===== src/rtl/updown_pkg.sv =====
// Shared types and default parameters for the up/down command generator.
package updown_pkg;

  // Default timing parameters.
  localparam int unsigned DefDebounceCycles = 4;
  localparam int unsigned DefRepeatDelay    = 16;
  localparam int unsigned DefRepeatRate     = 4;

  // Command FSM states.
  typedef enum logic [1:0] {
    StIdle,
    StUpHeld,
    StDownHeld,
    StLockout
  } state_e;

  // Larger of two limits, used to size a counter shared by two reload values.
  function automatic int unsigned max_limit(int unsigned a, int unsigned b);
    return (a > b) ? a : b;
  endfunction

endpackage


===== src/rtl/btn_debounce.sv =====
// Two-flop synchronizer followed by a run-length debouncer for one raw button.
module btn_debounce
  import updown_pkg::*;
#(
  parameter int unsigned DEBOUNCE_CYCLES = DefDebounceCycles
) (
  input  logic clk,
  input  logic reset,
  input  logic btn,
  output logic level
);

  localparam int unsigned CntW = $clog2(DEBOUNCE_CYCLES + 1);
  localparam logic [CntW-1:0] CntLast = CntW'(DEBOUNCE_CYCLES - 1);

  logic            sync1_q;
  logic            sync2_q;
  logic            level_q;
  logic [CntW-1:0] cnt_q;

  assign level = level_q;

  // Synchronize, then accept a new level only after a full run of differing samples.
  always_ff @(posedge clk) begin
    if (reset) begin
      sync1_q <= 1'b0;
      sync2_q <= 1'b0;
      level_q <= 1'b0;
      cnt_q   <= '0;
    end else begin
      sync1_q <= btn;
      sync2_q <= sync1_q;
      if (sync2_q == level_q) begin
        cnt_q <= '0;
      end else if (cnt_q >= CntLast) begin
        level_q <= sync2_q;
        cnt_q   <= '0;
      end else begin
        cnt_q <= cnt_q + 1'b1;
      end
    end
  end

endmodule


===== src/rtl/updown_cmd_gen.sv =====
// Converts two raw buttons into one-cycle up/down counter commands.
// Optional auto-repeat while a button is held: define UPDOWN_AUTOREPEAT_EN.
module updown_cmd_gen
  import updown_pkg::*;
#(
  parameter int unsigned DEBOUNCE_CYCLES = DefDebounceCycles,
  parameter int unsigned REPEAT_DELAY    = DefRepeatDelay,
  parameter int unsigned REPEAT_RATE     = DefRepeatRate
) (
  input  logic clk,
  input  logic reset,
  input  logic up_btn,
  input  logic down_btn,
  output logic up,
  output logic down,
  output logic active
);

  // Elaboration-time parameter legality checks.
  if (DEBOUNCE_CYCLES < 1) begin : g_bad_debounce
    $error("DEBOUNCE_CYCLES must be >= 1");
  end
  if (REPEAT_DELAY < 2) begin : g_bad_delay
    $error("REPEAT_DELAY must be >= 2");
  end
  if (REPEAT_RATE < 2) begin : g_bad_rate
    $error("REPEAT_RATE must be >= 2");
  end

  logic   up_lvl, dn_lvl;
  logic   up_prev_q, dn_prev_q;
  logic   up_rise, dn_rise;
  state_e state_q;
  logic   up_q, down_q, active_q;

  btn_debounce #(
    .DEBOUNCE_CYCLES(DEBOUNCE_CYCLES)
  ) u_up_db (
    .clk  (clk),
    .reset(reset),
    .btn  (up_btn),
    .level(up_lvl)
  );

  btn_debounce #(
    .DEBOUNCE_CYCLES(DEBOUNCE_CYCLES)
  ) u_dn_db (
    .clk  (clk),
    .reset(reset),
    .btn  (down_btn),
    .level(dn_lvl)
  );

  assign up_rise = up_lvl & ~up_prev_q;
  assign dn_rise = dn_lvl & ~dn_prev_q;

  assign up     = up_q;
  assign down   = down_q;
  assign active = active_q;

`ifdef UPDOWN_AUTOREPEAT_EN
  localparam int unsigned RptMax = max_limit(REPEAT_DELAY, REPEAT_RATE);
  localparam int unsigned RptW   = $clog2(RptMax + 1);

  logic [RptW-1:0] rpt_cnt_q;
  logic [RptW-1:0] rpt_last;
  logic            rpt_first_q;
  logic            rpt_fire;

  // First repeat waits the long delay, later ones the short rate.
  assign rpt_last = rpt_first_q ? RptW'(REPEAT_DELAY - 1) : RptW'(REPEAT_RATE - 1);
  assign rpt_fire = (rpt_cnt_q >= rpt_last);
`endif

  // Command FSM with registered pulse and active outputs.
  always_ff @(posedge clk) begin
    if (reset) begin
      state_q   <= StIdle;
      up_q      <= 1'b0;
      down_q    <= 1'b0;
      active_q  <= 1'b0;
      up_prev_q <= 1'b0;
      dn_prev_q <= 1'b0;
`ifdef UPDOWN_AUTOREPEAT_EN
      rpt_cnt_q   <= '0;
      rpt_first_q <= 1'b1;
`endif
    end else begin
      up_prev_q <= up_lvl;
      dn_prev_q <= dn_lvl;
      up_q      <= 1'b0;
      down_q    <= 1'b0;
`ifdef UPDOWN_AUTOREPEAT_EN
      if (rpt_cnt_q != RptW'(RptMax)) rpt_cnt_q <= rpt_cnt_q + 1'b1;
`endif
      unique case (state_q)
        StIdle: begin
`ifdef UPDOWN_AUTOREPEAT_EN
          // Holding the counter clear here makes it start from zero on held-state entry.
          rpt_cnt_q   <= '0;
          rpt_first_q <= 1'b1;
`endif
          if ((up_rise || dn_rise) && up_lvl && dn_lvl) begin
            state_q <= StLockout;
          end else if (up_rise) begin
            up_q     <= 1'b1;
            active_q <= 1'b1;
            state_q  <= StUpHeld;
          end else if (dn_rise) begin
            down_q   <= 1'b1;
            active_q <= 1'b1;
            state_q  <= StDownHeld;
          end
        end
        StUpHeld: begin
          if (!up_lvl) begin
            active_q <= 1'b0;
            state_q  <= StIdle;
          end
`ifdef UPDOWN_AUTOREPEAT_EN
          else if (rpt_fire) begin
            up_q        <= 1'b1;
            rpt_cnt_q   <= '0;
            rpt_first_q <= 1'b0;
          end
`endif
        end
        StDownHeld: begin
          if (!dn_lvl) begin
            active_q <= 1'b0;
            state_q  <= StIdle;
          end
`ifdef UPDOWN_AUTOREPEAT_EN
          else if (rpt_fire) begin
            down_q      <= 1'b1;
            rpt_cnt_q   <= '0;
            rpt_first_q <= 1'b0;
          end
`endif
        end
        StLockout: begin
          if (!up_lvl && !dn_lvl) state_q <= StIdle;
        end
        default: begin
          active_q <= 1'b0;
          state_q  <= StIdle;
        end
      endcase
    end
  end

endmodule


===== config.mk =====
export PLATFORM = sky130hd
export DESIGN_NAME = updown_cmd_gen
export DESIGN_NICKNAME = d
export VERILOG_FILES = /design/src/rtl/updown_pkg.sv /design/src/rtl/btn_debounce.sv /design/src/rtl/updown_cmd_gen.sv
export SDC_FILE = /design/constraint.sdc
export NUM_CORES = 1
export LEC_CHECK = 0
export CAP_MARGIN = 20
export CELL_PAD_IN_SITES_DETAIL_PLACEMENT = 0
export CELL_PAD_IN_SITES_GLOBAL_PLACEMENT = 1
export CORE_UTILIZATION = 47
export DETAILED_ROUTE_END_ITERATION = 10
export GPL_TIMING_DRIVEN = 0
export PLACE_DENSITY = 0.77
export SETUP_SLACK_MARGIN = 0.02
export SLEW_MARGIN = 5
export SYNTH_ARGS = -nofsm -noshare
export SYNTH_HDL_FRONTEND = slang
export SYNTH_HIERARCHICAL = 1
export SYNTH_SLANG_ARGS = --single-unit

===== constraint.sdc =====
create_clock -name clk -period 2.3 [get_ports clk]
set_input_delay 0.69 -clock clk [delete_from_list [all_inputs] [get_ports clk]]
set_output_delay 0.69 -clock clk [all_outputs]
set_load 0.05 [all_outputs]

==> results of run 1 <==
==> final cells by class <==
| type | count | area [um2] |
|---|---|---|
| Clock buffer | 3 | 22.52 |
| Clock inverter | 1 | 5.005 |
| Fill cell | 172 | 744.5 |
| Inverter | 7 | 26.28 |
| Multi-Input combinational cell | 52 | 475.5 |
| Sequential cell | 19 | 380.4 |
| Tap cell | 25 | 31.28 |
| Timing Repair Buffer | 6 | 60.06 |
==> worst reg2reg max path, cell delays in order, from the launching register on <==
cell and delay [ns]:
dfxtp_1 0.41, inv_1 0.10, ha_1 0.22, o21ai_0 0.29, o311ai_4 0.17, mux2i_1 0.15
==> per-layer routing <==
layer,vias up,global-route usage (%)
li1,302,-
met1,254,17.96
met2,7,23.77
met3,4,3.600
met4,0,10.91
met5,-,0
==> cell usage after synthesis (2+ instances only) <==
cell type	number	area (um2)
nor4_1	4	25.02
nand2b_1	6	37.54
nor4b_2	2	30.03
dfxtp_1	19	380.4
xnor2_1	2	17.52
mux2i_1	4	40.04
ha_1	9	112.6
nor3b_1	2	15.01
a211o_1	2	17.52
inv_1	7	26.28
nor2b_1	5	31.28
nor4b_1	2	17.52
==> per-stage QoR <==
| stage | setup slack [ns] | instance area, um2 | hold slack (ns) |
|---|---|---|---|
| 2_1_floorplan | 0.9843 | 882.1 | 0.4138 |
| 3_3_place_gp | 0.08124 | 973.4 | 0.4185 |
| 3_5_place_dp | 0.09565 | 973.4 | 0.4204 |
| 4_1_cts | 0.1315 | 1001 | 0.4464 |
| 5_1_grt | 0.1010 | 1001 | 0.4689 |
| 6_report | 0.1540 | 1001 | 0.4478 |
==> registers in the layout, summed over array words and instances, names as in the netlist <==
name             cells
active               1
up                   1
state_q              2
u_up_db/sync2_q      1
u_up_db/level        1
u_dn_db/level        1
u_dn_db/cnt_q        3
down                 1
u_up_db/sync1_q      1
up_prev_q            1
u_dn_db/sync1_q      1
u_up_db/cnt_q        3
u_dn_db/sync2_q      1
dn_prev_q            1
==> cell families after synthesis <==
group                    share of synthesized area, %
adder cells (fa/ha/maj)                         12.77
AO/OA/AOI/OAI                                   10.64
buffers and inverters                           2.979
multiplexers                                    4.539
flip-flops                                      43.12
AND/OR/NAND/NOR                                 23.97
XOR/XNOR                                        1.986
==> power by group through the flow <==
stage | combinational, uW | sequential [uW] | clock [uW]
detailed placement | 33.3 | 346 | 0
CTS | 33.4 | 338 | 181
floorplan | 13.8 | 351 | 0
finish | 32.9 | 338 | 169
global route | 36.2 | 339 | 187
global placement | 33.5 | 346 | 0
==> how the worst min path moves through the flow <==
stage	start	to	slack, ns	cells after the start
6_report	u_dn_db/sync1_q	u_dn_db/sync2_q	0.45	1
5_1_grt	u_dn_db/sync1_q	u_dn_db/sync2_q	0.47	1
4_1_cts	u_up_db/sync1_q	u_up_db/sync2_q	0.45	1
3_5_place_dp	u_up_db/sync1_q	u_up_db/sync2_q	0.42	1
3_3_place_gp	u_dn_db/sync1_q	u_dn_db/sync2_q	0.42	1
2_1_floorplan	u_dn_db/sync1_q	u_dn_db/sync2_q	0.41	1
==> impl_metrics.ini, run 1 <==
[status]
status = completed

[die]
die_area_um2 = 2054
start_util_pct = 50.54
num_rows = 15
num_io_pins = 7
core_um2 = 1745
die_x_um = 45.32
die_h_um = 45.32

[timing]
setup_viol = 0
rsz0062_at_grt = no
fin_setup_tns_ns = 0
fmax_mhz = 466.0
max-slew-margin-rel_pct = 58.44
finalHoldViolCount = 0
slew_violations = 0
worst_pin_slew_ns = 0.6215
finClkSkew_ns = 0.006544
fin_crit_sh_pct = 93.31
period_needed_ns = 2.146

[synthesis]
yosys_warnings = 6
ys_async_sr_fraction_pct = 0
seq_area_frac_synth_pct = 43.12
avgSynthCellArea_um2 = 11.31
synth_cells = 78
synth_seq_cells = 19
synth.cell_area_um2 = 882.1
ys_types = 26
synth_enable_flop_cells = 0
synth_fp_nets = 91
synth_flop_cell = dfxtp_1

[setup_path]
r2r-start = state_q[0]
critPathRequiredTime_ns = 1.61
cp_max_fo = 3
endpoint_kind = output port
critical_path_buf_inv_count = 1
r2r-end = state_q[0]
rrSetupSlack_ns = 0.86
critPathTopFamily = buffers and inverters
critPathSlowestCell = clkdlybuf4s50_1
crit_path_start = active
path_class = flop to output port
crit_path_end = active
path_cells = clkdlybuf4s50_1
startpoint_type = flop
critPathArrivalTime_ns = 1.46
cp.depth = 1
max_stage_delay_ns = 0.80
rr_worst_depth = 5

[place]
place_inst = 109
portBuffers = 6
gp_congestion = 0.7168
hpwlAfterDp_um = 910

[detailed_routing]
drt-met1-wl_um = 611
wl_per_cell_um = 10.81
via_per_inst = 5.018
drc = 0
dr.first_iter.drc_count = 5
postRouteAntennaNets = 0
vias = 567
dr.pass1.iters = 4
wl_met3_um = 28
route.met2.wl_um = 548
highest_layer = met4
routed_wl_mm = 1.222

[cts]
postCtsSetupBuffers = 0
cts_made_buffers = 3
worstSkewPairLatency_ns = 0.30
clock-sinks = 19
cts_resized = 0
cts_tree = yes
path_clk_slew_ns = 0.11
cts_hold_buffers = 0
max-clock-path-buffers = 2
cts_root_buf = clkbuf_4
h-tree-depth = 1

[power]
intPower_uw = 416.9
p_sw_uw = 123.6
pwr-share-clk_pct = 31.3
leakage_uw = 0.0003892
powerDensity_nw_per_um2 = 540.0
p_seq_share_pct = 62.6
ir_drop_mv = 0.3474
power_uw = 540.5
combPwrFrac_pct = 6.1
swShare_pct = 22.88

[finish]
antenna_cells = 0
layout_common_cells = 19 x dfxtp_1, 9 x ha_1, 7 x inv_1
stdcell_count = 113
fin_util_pct = 57.35
layout-drive-gt1-share_pct = 11.36
syn_to_final_growth_pct = 13.48
fin_nets = 102
layout_commonest_cell = dfxtp_1

[global_routing]
grt_use_total_pct = 15.13
grt_overflow = 0
grt_pass1_wl_mm = 2.139
grt_start_max_net_pins = 21
grt_pass1_vias = 526
antenna_found_initial = 0

[flow_run]
max_cap_violations = 0

[hold_path]
min_path_type = flop to flop
No activity file was read; power rests on OpenSTA's default activity.
==> inputs of run 2 (changes only) <==
--- a/config.mk
+++ b/config.mk
@@ -11,6 +11,7 @@
 export CORE_UTILIZATION = 47
 export DETAILED_ROUTE_END_ITERATION = 10
 export GPL_TIMING_DRIVEN = 0
+export MAX_ROUTING_LAYER = met4
 export PLACE_DENSITY = 0.77
 export SETUP_SLACK_MARGIN = 0.02
 export SLEW_MARGIN = 5
==> results of run 2 <==
The final DEF is identical to that of run 1; final timing and power are the same.
Among the figures that moved: final weighted congestion in routability-driven placement 0.7168 -> 0.7252; overall routing resource usage 15.13% -> 15.59%
==> inputs of run 3 (changes only) <==
==> constraint.sdc (replaced) <==
create_clock -name clk -period 2.7 [get_ports clk]
set_input_delay 0.81 -clock clk [delete_from_list [all_inputs] [get_ports clk]]
set_output_delay 0.81 -clock clk [all_outputs]
set_load 0.05 [all_outputs]
==> results of run 3 <==
Same layout as run 1 (identical final DEF). Status: completed.
Among the figures that moved: final weighted congestion in routability-driven placement 0.7168 -> 0.7252; setup slack after placement 0.09565 ns -> 0.3757 ns; overall routing resource usage 15.13% -> 15.59%; setup slack after layout 0.1540 ns -> 0.4340 ns; register-to-register setup slack 0.86 ns -> 1.26 ns; total power 540.5 uW -> 460.4 uW; worst IR drop on VDD 0.3474 mV -> 0.2959 mV
